===== src/rtl/m2_sched_pkg.sv =====
// ---------------------------------------------------------------------------
// m2_sched_pkg : shared types and constants for the M2 IDCT block scheduler
// Rev 1.0
// ---------------------------------------------------------------------------
`default_nettype none

package m2_sched_pkg;

  localparam int ADDR_W          = 18;
  localparam int IDX_W           = 12;
  localparam int PRE_STRIDE_W    = 9;
  localparam int POST_STRIDE_W   = 8;

  localparam int DEF_Y_BLK_COLS  = 40;
  localparam int DEF_UV_BLK_COLS = 20;
  localparam int DEF_BLK_ROWS    = 30;
  localparam int DEF_PRE_Y_BASE  = 76800;
  localparam int DEF_POST_Y_BASE = 0;
  localparam int DEF_POST_U_BASE = 38400;
  localparam int DEF_POST_V_BASE = 57600;
  localparam int TOTAL_BLKS      = 2400;

  typedef enum logic [2:0] {
    S_SCH_IDLE   = 3'd0,
    S_SCH_LI_FS  = 3'd1,
    S_SCH_LI_CT  = 3'd2,
    S_SCH_MEGA_A = 3'd3,
    S_SCH_MEGA_B = 3'd4,
    S_SCH_LO_CS  = 3'd5,
    S_SCH_LO_WS  = 3'd6,
    S_SCH_DONE   = 3'd7
  } sch_state_e;

  typedef enum logic [1:0] {
    PL_Y = 2'd0,
    PL_U = 2'd1,
    PL_V = 2'd2
  } plane_e;

  function automatic plane_e next_plane(input plane_e p);
    case (p)
      PL_Y:    return PL_U;
      PL_U:    return PL_V;
      default: return PL_Y;
    endcase
  endfunction

endpackage

`default_nettype wire


===== src/rtl/m2_blk_addr_gen.sv =====
// ---------------------------------------------------------------------------
// m2_blk_addr_gen : plane/row/col block walker with registered base address
// Rev 1.0
// ---------------------------------------------------------------------------
`default_nettype none

module m2_blk_addr_gen
  import m2_sched_pkg::*;
#(
  parameter int Y_BLK_COLS  = DEF_Y_BLK_COLS,
  parameter int UV_BLK_COLS = DEF_UV_BLK_COLS,
  parameter int BLK_ROWS    = DEF_BLK_ROWS,
  parameter int Y_BASE      = 0,
  parameter int U_BASE      = 0,
  parameter int V_BASE      = 0,
  parameter int Y_STRIDE    = 320,
  parameter int UV_STRIDE   = 160,
  parameter int COL_STEP    = 8,
  parameter int STRIDE_W    = 9
) (
  input  logic                clk_i,
  input  logic                rst_ni,
  input  logic                clear_i,
  input  logic                advance_i,
  output logic [ADDR_W-1:0]   base_addr_o,
  output logic [STRIDE_W-1:0] row_stride_o,
  output logic [IDX_W-1:0]    blk_idx_o
);

  localparam int COL_W = $clog2(Y_BLK_COLS);
  localparam int ROW_W = $clog2(BLK_ROWS);
  localparam logic [COL_W-1:0] Y_LAST_COL  = COL_W'(Y_BLK_COLS - 1);
  localparam logic [COL_W-1:0] UV_LAST_COL = COL_W'(UV_BLK_COLS - 1);
  localparam logic [ROW_W-1:0] LAST_ROW    = ROW_W'(BLK_ROWS - 1);

  plane_e              plane_q, plane_d;
  logic [ROW_W-1:0]    row_q, row_d;
  logic [COL_W-1:0]    col_q, col_d, last_col;
  logic [IDX_W-1:0]    idx_q, idx_d;
  logic [ADDR_W-1:0]   addr_q, addr_d, plane_base;
  logic [STRIDE_W-1:0] stride_q, stride_d;

  always_comb begin
    plane_d  = plane_q;
    row_d    = row_q;
    col_d    = col_q;
    idx_d    = idx_q;
    last_col = (plane_q == PL_Y) ? Y_LAST_COL : UV_LAST_COL;
    if (clear_i) begin
      plane_d = PL_Y;
      row_d   = '0;
      col_d   = '0;
      idx_d   = '0;
    end else if (advance_i) begin
      idx_d = idx_q + 1'b1;
      if (col_q == last_col) begin
        col_d = '0;
        if (row_q == LAST_ROW) begin
          row_d   = '0;
          plane_d = next_plane(plane_q);
        end else begin
          row_d = row_q + 1'b1;
        end
      end else begin
        col_d = col_q + 1'b1;
      end
    end
  end

  // Address is formed from the next-state counters so it lands in the same
  // edge as the counter update, ahead of the matching start pulse.
  always_comb begin
    case (plane_d)
      PL_U: begin
        plane_base = ADDR_W'(U_BASE);
        stride_d   = STRIDE_W'(UV_STRIDE);
      end
      PL_V: begin
        plane_base = ADDR_W'(V_BASE);
        stride_d   = STRIDE_W'(UV_STRIDE);
      end
      default: begin
        plane_base = ADDR_W'(Y_BASE);
        stride_d   = STRIDE_W'(Y_STRIDE);
      end
    endcase
    addr_d = plane_base
           + ((ADDR_W'(row_d) * ADDR_W'(stride_d)) << 3)
           + (ADDR_W'(col_d) * ADDR_W'(COL_STEP));
  end

  always_ff @(posedge clk_i or negedge rst_ni) begin
    if (!rst_ni) begin
      plane_q  <= PL_Y;
      row_q    <= '0;
      col_q    <= '0;
      idx_q    <= '0;
      addr_q   <= '0;
      stride_q <= '0;
    end else if (clear_i || advance_i) begin
      plane_q  <= plane_d;
      row_q    <= row_d;
      col_q    <= col_d;
      idx_q    <= idx_d;
      addr_q   <= addr_d;
      stride_q <= stride_d;
    end
  end

  assign base_addr_o  = addr_q;
  assign row_stride_o = stride_q;
  assign blk_idx_o    = idx_q;

endmodule

`default_nettype wire


===== src/rtl/m2_block_scheduler.sv =====
// ---------------------------------------------------------------------------
// m2_block_scheduler : overlapped FS/CT/CS/WS sequencer over all Y/U/V blocks
// Optional stall counter: define M2_SCHED_PERF_EN.   Rev 1.0
// ---------------------------------------------------------------------------
`default_nettype none

module m2_block_scheduler
  import m2_sched_pkg::*;
#(
  parameter int Y_BLK_COLS  = DEF_Y_BLK_COLS,
  parameter int UV_BLK_COLS = DEF_UV_BLK_COLS,
  parameter int BLK_ROWS    = DEF_BLK_ROWS,
  parameter int PRE_Y_BASE  = DEF_PRE_Y_BASE,
  parameter int POST_Y_BASE = DEF_POST_Y_BASE,
  parameter int POST_U_BASE = DEF_POST_U_BASE,
  parameter int POST_V_BASE = DEF_POST_V_BASE
) (
  input  logic                     clk_i,
  input  logic                     rst_ni,
  input  logic                     enable_i,
  output logic                     done_o,
  output logic                     busy_o,
  output logic                     fs_start_o,
  output logic                     ct_start_o,
  output logic                     cs_start_o,
  output logic                     ws_start_o,
  input  logic                     fs_done_i,
  input  logic                     ct_done_i,
  input  logic                     cs_done_i,
  input  logic                     ws_done_i,
  output logic [ADDR_W-1:0]        fs_base_addr_o,
  output logic [PRE_STRIDE_W-1:0]  fs_row_stride_o,
  output logic [ADDR_W-1:0]        ws_base_addr_o,
  output logic [POST_STRIDE_W-1:0] ws_row_stride_o,
  output logic [IDX_W-1:0]         fs_blk_idx_o,
`ifdef M2_SCHED_PERF_EN
  output logic [31:0]              stall_cycles_o,
`endif
  output logic [IDX_W-1:0]         ws_blk_idx_o
);

  localparam int PRE_Y_STRIDE   = Y_BLK_COLS * 8;
  localparam int PRE_UV_STRIDE  = UV_BLK_COLS * 8;
  localparam int POST_Y_STRIDE  = Y_BLK_COLS * 4;
  localparam int POST_UV_STRIDE = UV_BLK_COLS * 4;
  localparam int PRE_U_BASE     = PRE_Y_BASE + PRE_Y_STRIDE * BLK_ROWS * 8;
  localparam int PRE_V_BASE     = PRE_U_BASE + PRE_UV_STRIDE * BLK_ROWS * 8;
  localparam logic [IDX_W-1:0] LAST_IDX =
    IDX_W'(BLK_ROWS * (Y_BLK_COLS + 2 * UV_BLK_COLS) - 1);

  sch_state_e state_q, state_d;
  logic fs_flag_q, ct_flag_q, cs_flag_q, ws_flag_q;
  logic fs_start_q, ct_start_q, cs_start_q, ws_start_q;
  logic busy_q, done_q;
  logic need_fs, need_ct, need_cs, need_ws, all_done, enter, accept;

  assign accept = (state_q == S_SCH_IDLE) && enable_i;

  // Exit decisions look only at the sticky flags, giving one cycle between
  // the last done pulse and the state change.
  always_comb begin
    state_d  = state_q;
    need_fs  = (state_q == S_SCH_LI_FS)  || (state_q == S_SCH_MEGA_A);
    need_ct  = (state_q == S_SCH_LI_CT)  || (state_q == S_SCH_MEGA_B);
    need_cs  = (state_q == S_SCH_MEGA_A) || (state_q == S_SCH_LO_CS);
    need_ws  = (state_q == S_SCH_MEGA_B) || (state_q == S_SCH_LO_WS);
    all_done = (!need_fs || fs_flag_q) && (!need_ct || ct_flag_q) &&
               (!need_cs || cs_flag_q) && (!need_ws || ws_flag_q);
    case (state_q)
      S_SCH_IDLE:   if (enable_i) state_d = S_SCH_LI_FS;
      S_SCH_LI_FS:  if (all_done) state_d = S_SCH_LI_CT;
      S_SCH_LI_CT:  if (all_done) state_d = S_SCH_MEGA_A;
      S_SCH_MEGA_A: if (all_done) state_d = S_SCH_MEGA_B;
      S_SCH_MEGA_B: if (all_done) state_d = (fs_blk_idx_o < LAST_IDX) ? S_SCH_MEGA_A
                                                                      : S_SCH_LO_CS;
      S_SCH_LO_CS:  if (all_done) state_d = S_SCH_LO_WS;
      S_SCH_LO_WS:  if (all_done) state_d = S_SCH_DONE;
      S_SCH_DONE:   state_d = S_SCH_IDLE;
      default:      state_d = S_SCH_IDLE;
    endcase
  end

  assign enter = (state_d != state_q);

  always_ff @(posedge clk_i or negedge rst_ni) begin
    if (!rst_ni) begin
      state_q    <= S_SCH_IDLE;
      fs_flag_q  <= 1'b0;
      ct_flag_q  <= 1'b0;
      cs_flag_q  <= 1'b0;
      ws_flag_q  <= 1'b0;
      fs_start_q <= 1'b0;
      ct_start_q <= 1'b0;
      cs_start_q <= 1'b0;
      ws_start_q <= 1'b0;
      busy_q     <= 1'b0;
      done_q     <= 1'b0;
    end else begin
      state_q    <= state_d;
      fs_start_q <= enter && ((state_d == S_SCH_LI_FS)  || (state_d == S_SCH_MEGA_A));
      ct_start_q <= enter && ((state_d == S_SCH_LI_CT)  || (state_d == S_SCH_MEGA_B));
      cs_start_q <= enter && ((state_d == S_SCH_MEGA_A) || (state_d == S_SCH_LO_CS));
      ws_start_q <= enter && ((state_d == S_SCH_MEGA_B) || (state_d == S_SCH_LO_WS));
      done_q     <= enter && (state_d == S_SCH_DONE);
      if (accept) begin
        busy_q <= 1'b1;
      end else if (enter && (state_d == S_SCH_DONE)) begin
        busy_q <= 1'b0;
      end
      if (enter) begin
        fs_flag_q <= 1'b0;
        ct_flag_q <= 1'b0;
        cs_flag_q <= 1'b0;
        ws_flag_q <= 1'b0;
      end else begin
        fs_flag_q <= fs_flag_q | (fs_done_i & ~fs_start_q);
        ct_flag_q <= ct_flag_q | (ct_done_i & ~ct_start_q);
        cs_flag_q <= cs_flag_q | (cs_done_i & ~cs_start_q);
        ws_flag_q <= ws_flag_q | (ws_done_i & ~ws_start_q);
      end
    end
  end

  // A done coinciding with its own start is a unit protocol error.
  always_ff @(posedge clk_i) begin
    if (rst_ni) begin
      assert (!((fs_start_q && fs_done_i) || (ct_start_q && ct_done_i) ||
                (cs_start_q && cs_done_i) || (ws_start_q && ws_done_i)));
    end
  end

  m2_blk_addr_gen #(
    .Y_BLK_COLS (Y_BLK_COLS),
    .UV_BLK_COLS(UV_BLK_COLS),
    .BLK_ROWS   (BLK_ROWS),
    .Y_BASE     (PRE_Y_BASE),
    .U_BASE     (PRE_U_BASE),
    .V_BASE     (PRE_V_BASE),
    .Y_STRIDE   (PRE_Y_STRIDE),
    .UV_STRIDE  (PRE_UV_STRIDE),
    .COL_STEP   (8),
    .STRIDE_W   (PRE_STRIDE_W)
  ) u_fetch_addr (
    .clk_i       (clk_i),
    .rst_ni      (rst_ni),
    .clear_i     (accept),
    .advance_i   (enter && (state_d == S_SCH_MEGA_A)),
    .base_addr_o (fs_base_addr_o),
    .row_stride_o(fs_row_stride_o),
    .blk_idx_o   (fs_blk_idx_o)
  );

  m2_blk_addr_gen #(
    .Y_BLK_COLS (Y_BLK_COLS),
    .UV_BLK_COLS(UV_BLK_COLS),
    .BLK_ROWS   (BLK_ROWS),
    .Y_BASE     (POST_Y_BASE),
    .U_BASE     (POST_U_BASE),
    .V_BASE     (POST_V_BASE),
    .Y_STRIDE   (POST_Y_STRIDE),
    .UV_STRIDE  (POST_UV_STRIDE),
    .COL_STEP   (4),
    .STRIDE_W   (POST_STRIDE_W)
  ) u_write_addr (
    .clk_i       (clk_i),
    .rst_ni      (rst_ni),
    .clear_i     (accept),
    .advance_i   (enter && (state_q == S_SCH_MEGA_B)),
    .base_addr_o (ws_base_addr_o),
    .row_stride_o(ws_row_stride_o),
    .blk_idx_o   (ws_blk_idx_o)
  );

`ifdef M2_SCHED_PERF_EN
  logic [31:0] stall_q;

  always_ff @(posedge clk_i or negedge rst_ni) begin
    if (!rst_ni) begin
      stall_q <= '0;
    end else if (accept) begin
      stall_q <= '0;
    end else if (((state_q == S_SCH_MEGA_A) && (cs_flag_q ^ fs_flag_q)) ||
                 ((state_q == S_SCH_MEGA_B) && (ct_flag_q ^ ws_flag_q))) begin
      stall_q <= stall_q + 32'd1;
    end
  end

  assign stall_cycles_o = stall_q;
`endif

  assign fs_start_o = fs_start_q;
  assign ct_start_o = ct_start_q;
  assign cs_start_o = cs_start_q;
  assign ws_start_o = ws_start_q;
  assign busy_o     = busy_q;
  assign done_o     = done_q;

endmodule

`default_nettype wire


===== config.mk =====
export PLATFORM = sky130hd
export DESIGN_NAME = m2_block_scheduler
export DESIGN_NICKNAME = d
export VERILOG_FILES = /design/src/rtl/m2_sched_pkg.sv /design/src/rtl/m2_blk_addr_gen.sv /design/src/rtl/m2_block_scheduler.sv
export SDC_FILE = /design/constraint.sdc
export NUM_CORES = 1
export LEC_CHECK = 0
export ABC_AREA = 0
export CAP_MARGIN = 0
export CORE_MARGIN = 8
export CORE_UTILIZATION = 56
export CTS_CLUSTER_DIAMETER = 60
export DETAILED_ROUTE_END_ITERATION = 10
export HOLD_SLACK_MARGIN = 0.06
export MAX_ROUTING_LAYER = met4
export PLACE_DENSITY = 0.82
export SLEW_MARGIN = 40
export SYNTH_ARGS = -nofsm -noshare
export SYNTH_HDL_FRONTEND = slang
export SYNTH_SLANG_ARGS = --single-unit

===== constraint.sdc =====
create_clock -name clk_i -period 7.21 [get_ports clk_i]
set_clock_uncertainty 0.15 [all_clocks]
set_input_delay 1.442 -clock clk_i [delete_from_list [all_inputs] [get_ports clk_i]]
set_output_delay 1.442 -clock clk_i [all_outputs]
set_load 0.03 [all_outputs]

==> impl_metrics.env <==
export IMPL_status="complete, no violations"
export IMPL_vdd_drop_max_mv=0.1652
export IMPL_grt_antenna_before_repair=0
export IMPL_cp_num_buf_inv=2
export IMPL_min_period_ps=6638
export IMPL_grt_pass1_wl_mm=24.54
export IMPL_nFillCells=886
export IMPL_viasPerCell=5.665
export IMPL_grt_setup_unrepaired="no"
export IMPL_hold_violations=0
export IMPL_syn2layout_area_growth_pct=16.36
export IMPL_dpl_hpwl_mm=10.96
export IMPL_clk_latency_ps=340
export IMPL_grt_pass1_vias=5340
export IMPL_synth_async_sr_flop_share_pct=100.0
export IMPL_routabilityCongestion=0.8668
export IMPL_io_buffers=75
export IMPL_clockRootBuffer="clkbuf_16"
export IMPL_reg2reg_from="state_q[1]"
export IMPL_fin_crit_sh_pct=92.07
export IMPL_hold_path_class="flop to flop"
export IMPL_max_freq_ghz=0.1506
export IMPL_reg2reg_slack_ps=570
export IMPL_drtIter0Drc=361
export IMPL_power_density_mw_per_mm2=299.2
export IMPL_die_h_um=122.5
export IMPL_layout_commonest_cell="dfrtp_1"
export IMPL_io_pins=90
export IMPL_hold_depth=2
export IMPL_clock_path_buffers=2
export IMPL_cp_start_kind="flop"
export IMPL_cpPeakStageDelay_ps=500
export IMPL_syn_instance_count=716
export IMPL_p_leak_nw=3.516
export IMPL_start_util_pct=56.57
export IMPL_nets=850
export IMPL_holdCritStartpoint="u_fetch_addr.base_addr_o[8]"
export IMPL_via_count=5223
export IMPL_synth_edf_count=0
export IMPL_first_pass_iters=5
export IMPL_drive_above_1_share_pct=5.392
export IMPL_reg2reg_to="u_write_addr.base_addr_o[16]"
export IMPL_ys_seq_area_share_pct=34.69
export IMPL_wl_per_cell_um=15.56
export IMPL_dp_worst_setup_slack_ps=248.7
export IMPL_totalWireLength_mm=14.34
export IMPL_crit_chain="and4bb_4, and2_1, buf_4, nand3_1, nor3_1, mux2_2, nand2_1, ha_1, clkinv_1, o22ai_1, ha_1, fa_1, ha_1, ha_1, a21oi_1, xnor2_1, ha_1, or3_1, a2111oi_4, nand4_1, o211a_1, nor3_1"
export IMPL_hold_end="u_fetch_addr.base_addr_o[8]"
export IMPL_synthesis_area_sq_mm=0.006349
export IMPL_cts_buffers=9
export IMPL_yosysWarnings=0
export IMPL_path_clk_slew_ps=60
export IMPL_path_class="flop to flop"
export IMPL_setup_viol=0
export IMPL_total_power_w=0.002210
export IMPL_drc=0
export IMPL_cts_max_level=3
export IMPL_synth_distinct_cells=69
export IMPL_antenna_cells=0
export IMPL_worst_path_max_delay_cell="dfrtp_1"
export IMPL_tritoncts="built"
export IMPL_synth_ff_type="dfrtp_1"
export IMPL_synth_seq_cells=88
export IMPL_ant_nets=0
export IMPL_maxCapViolations=0
export IMPL_num_rows=39
export IMPL_setup_worst_path_end_class="flop"
export IMPL_cp_common_cell="ha_1"
export IMPL_globalRouteOverflowTotal=0
export IMPL_grtUsageTotal_pct=20.41
export IMPL_drv_slew=0
export IMPL_final_cell_mix="88 x dfrtp_1, 76 x nor2_1, 74 x clkdlybuf4s50_1"
export IMPL_core_area_sq_mm=0.01122
export IMPL_r2r_cells=22
export IMPL_cts_sinks=88
export IMPL_worstPathRequired_ps=7320
export IMPL_cp_max_fo=12
export IMPL_worstMarginPinSlew_ps=791.1
export IMPL_crit_family="adder cells"
export IMPL_die_area_sq_mm=0.01500
export IMPL_setup_tns_ps=0
export IMPL_die_x_um=122.5
export IMPL_grt_max_degree=89
export IMPL_synth_avg_cell_area_sq_um=8.867
export IMPL_arrival_ps=6750
export IMPL_relSlewSlack_pct=47.19
export IMPL_worst_slack_ps=572.0
## how the worst max path moves through the flow
stage	start	to	slack, ps	cells after the start
final	state_q[1]	u_write_addr.base_addr_o[16]	570	22
after CTS	state_q[1]	u_write_addr.base_addr_o[13]	560	22
after global placement	enable_i	u_write_addr.base_addr_o[13]	470	18
after global routing	state_q[1]	u_write_addr.base_addr_o[16]	60	22
after floorplan	enable_i	u_write_addr.base_addr_o[13]	460	20
after detailed placement	enable_i	u_fetch_addr.base_addr_o[16]	250	26
## worst min-delay path, delay by kind of cell (launching register included)
family | cells | cell delay, ps
flip-flops | 1 | 340
AND/OR/NAND/NOR | 2 | 110
## synth_stat cells, drive strengths merged (2+ instances only)
cell type  instances  area share (%)
fa                 8             2.5
o41ai              2            0.28
ha                61              12
mux2               2            0.35
nor4               7            0.69
a21oi             41             3.3
nor3              18             1.5
a22o               4            0.55
clkbuf            20             1.2
xnor2             26             3.6
nor2b              8            0.79
dfrtp             88              35
nand2             73             4.4
and2              10            0.99
and3               7            0.69
or2                5            0.49
o31a               3            0.41
o21ai             39             3.1
and4               2            0.28
nor2              77             4.6
xor2              17             2.3
nand4             10            0.99
o211a              2            0.32
a2111oi            2            0.59
nand2b             8            0.79
a21boi             2            0.24
nand3             21             1.7
buf               37             4.4
o31ai              6            0.71
or3b               2            0.28
o211ai             5            0.59
o22ai              5            0.49
mux2i             12             1.9
nor3b              3            0.43
inv               36             2.1
o311ai             2            0.28
a31oi              4            0.39
or3                5            0.49
o21bai             3            0.35
a21o               9             1.1
o21a               6            0.71
conb               2            0.12
## logic make-up after synthesis
group	after synthesis	synth area share [%]
XOR/XNOR	43	5.932
other	2	0.1183
multiplexers	14	2.247
buffers and inverters	94	7.725
adder cells (fa/ha/maj)	69	14.54
AND/OR/NAND/NOR	261	19.87
AO/OA/AOI/OAI	145	14.88
flip-flops	88	34.69
## stage by stage
stage / utilization [%] / area [sq um] / hold slack [ps] / instances
floorplan: - / 6416 / 356.8 / 734
global placement: 63.03 / 7074 / 302.5 / 906
detailed placement: 63.07 / 7078 / 316.7 / 906
CTS: 65.75 / 7380 / 332.0 / 922
global route: 65.82 / 7387 / 352.0 / 922
finish: 65.82 / 7387 / 332.3 / 922
## sequential cells by signal (all words and copies together), names as in the netlist, 2 cells and up
name	count
state_q	3
u_fetch_addr.base_addr_o	15
u_fetch_addr.blk_idx_o	12
u_fetch_addr.plane_q	2
u_fetch_addr.row_q	5
u_fetch_addr.row_stride_o	2
u_write_addr.base_addr_o	11
u_write_addr.blk_idx_o	12
u_write_addr.col_q	6
u_write_addr.plane_q	2
u_write_addr.row_q	5
u_write_addr.row_stride_o	2
## metal layers
layer / share of wire, % / track usage (%) / up-vias
li1: - / - / 2554
met1: 42 / 22.91 / 2517
met2: 52 / 36.08 / 122
met3: 4.2 / 3.128 / 30
met4: 1.9 / 7.464 / 0
met5: 0 / - / -
## report_power, final
group	internal [W]	leakage, nW	switching [W]
clock	0.000288	0.143	0.000182
combinational	0.000382	2.21	0.000629
sequential	0.000616	1.17	0.000114
total	0.00129	3.52	0.000925
## what timing repair did
action | in CTS | in global routing
setup endpoints to repair | 0 | 1
resized for setup | 0 | 1
buffers inserted | 0 | 0
hold buffers | 0 | 0
hold endpoints to repair | 0 | 0
## layout make-up
class | count | area [sq um] | share of cell area, %
clock inverter | 2 | 37.54 | 0.5081
tap | 143 | 178.9 | 2.422
sequential | 88 | 2202 | 29.81
inverter | 37 | 138.9 | 1.880
timing repair buffer | 86 | 837.1 | 11.33
multi-input combinational | 552 | 3729 | 50.47
clock buffer | 14 | 264.0 | 3.574
Note: power is estimated with default switching activity, not from simulation.
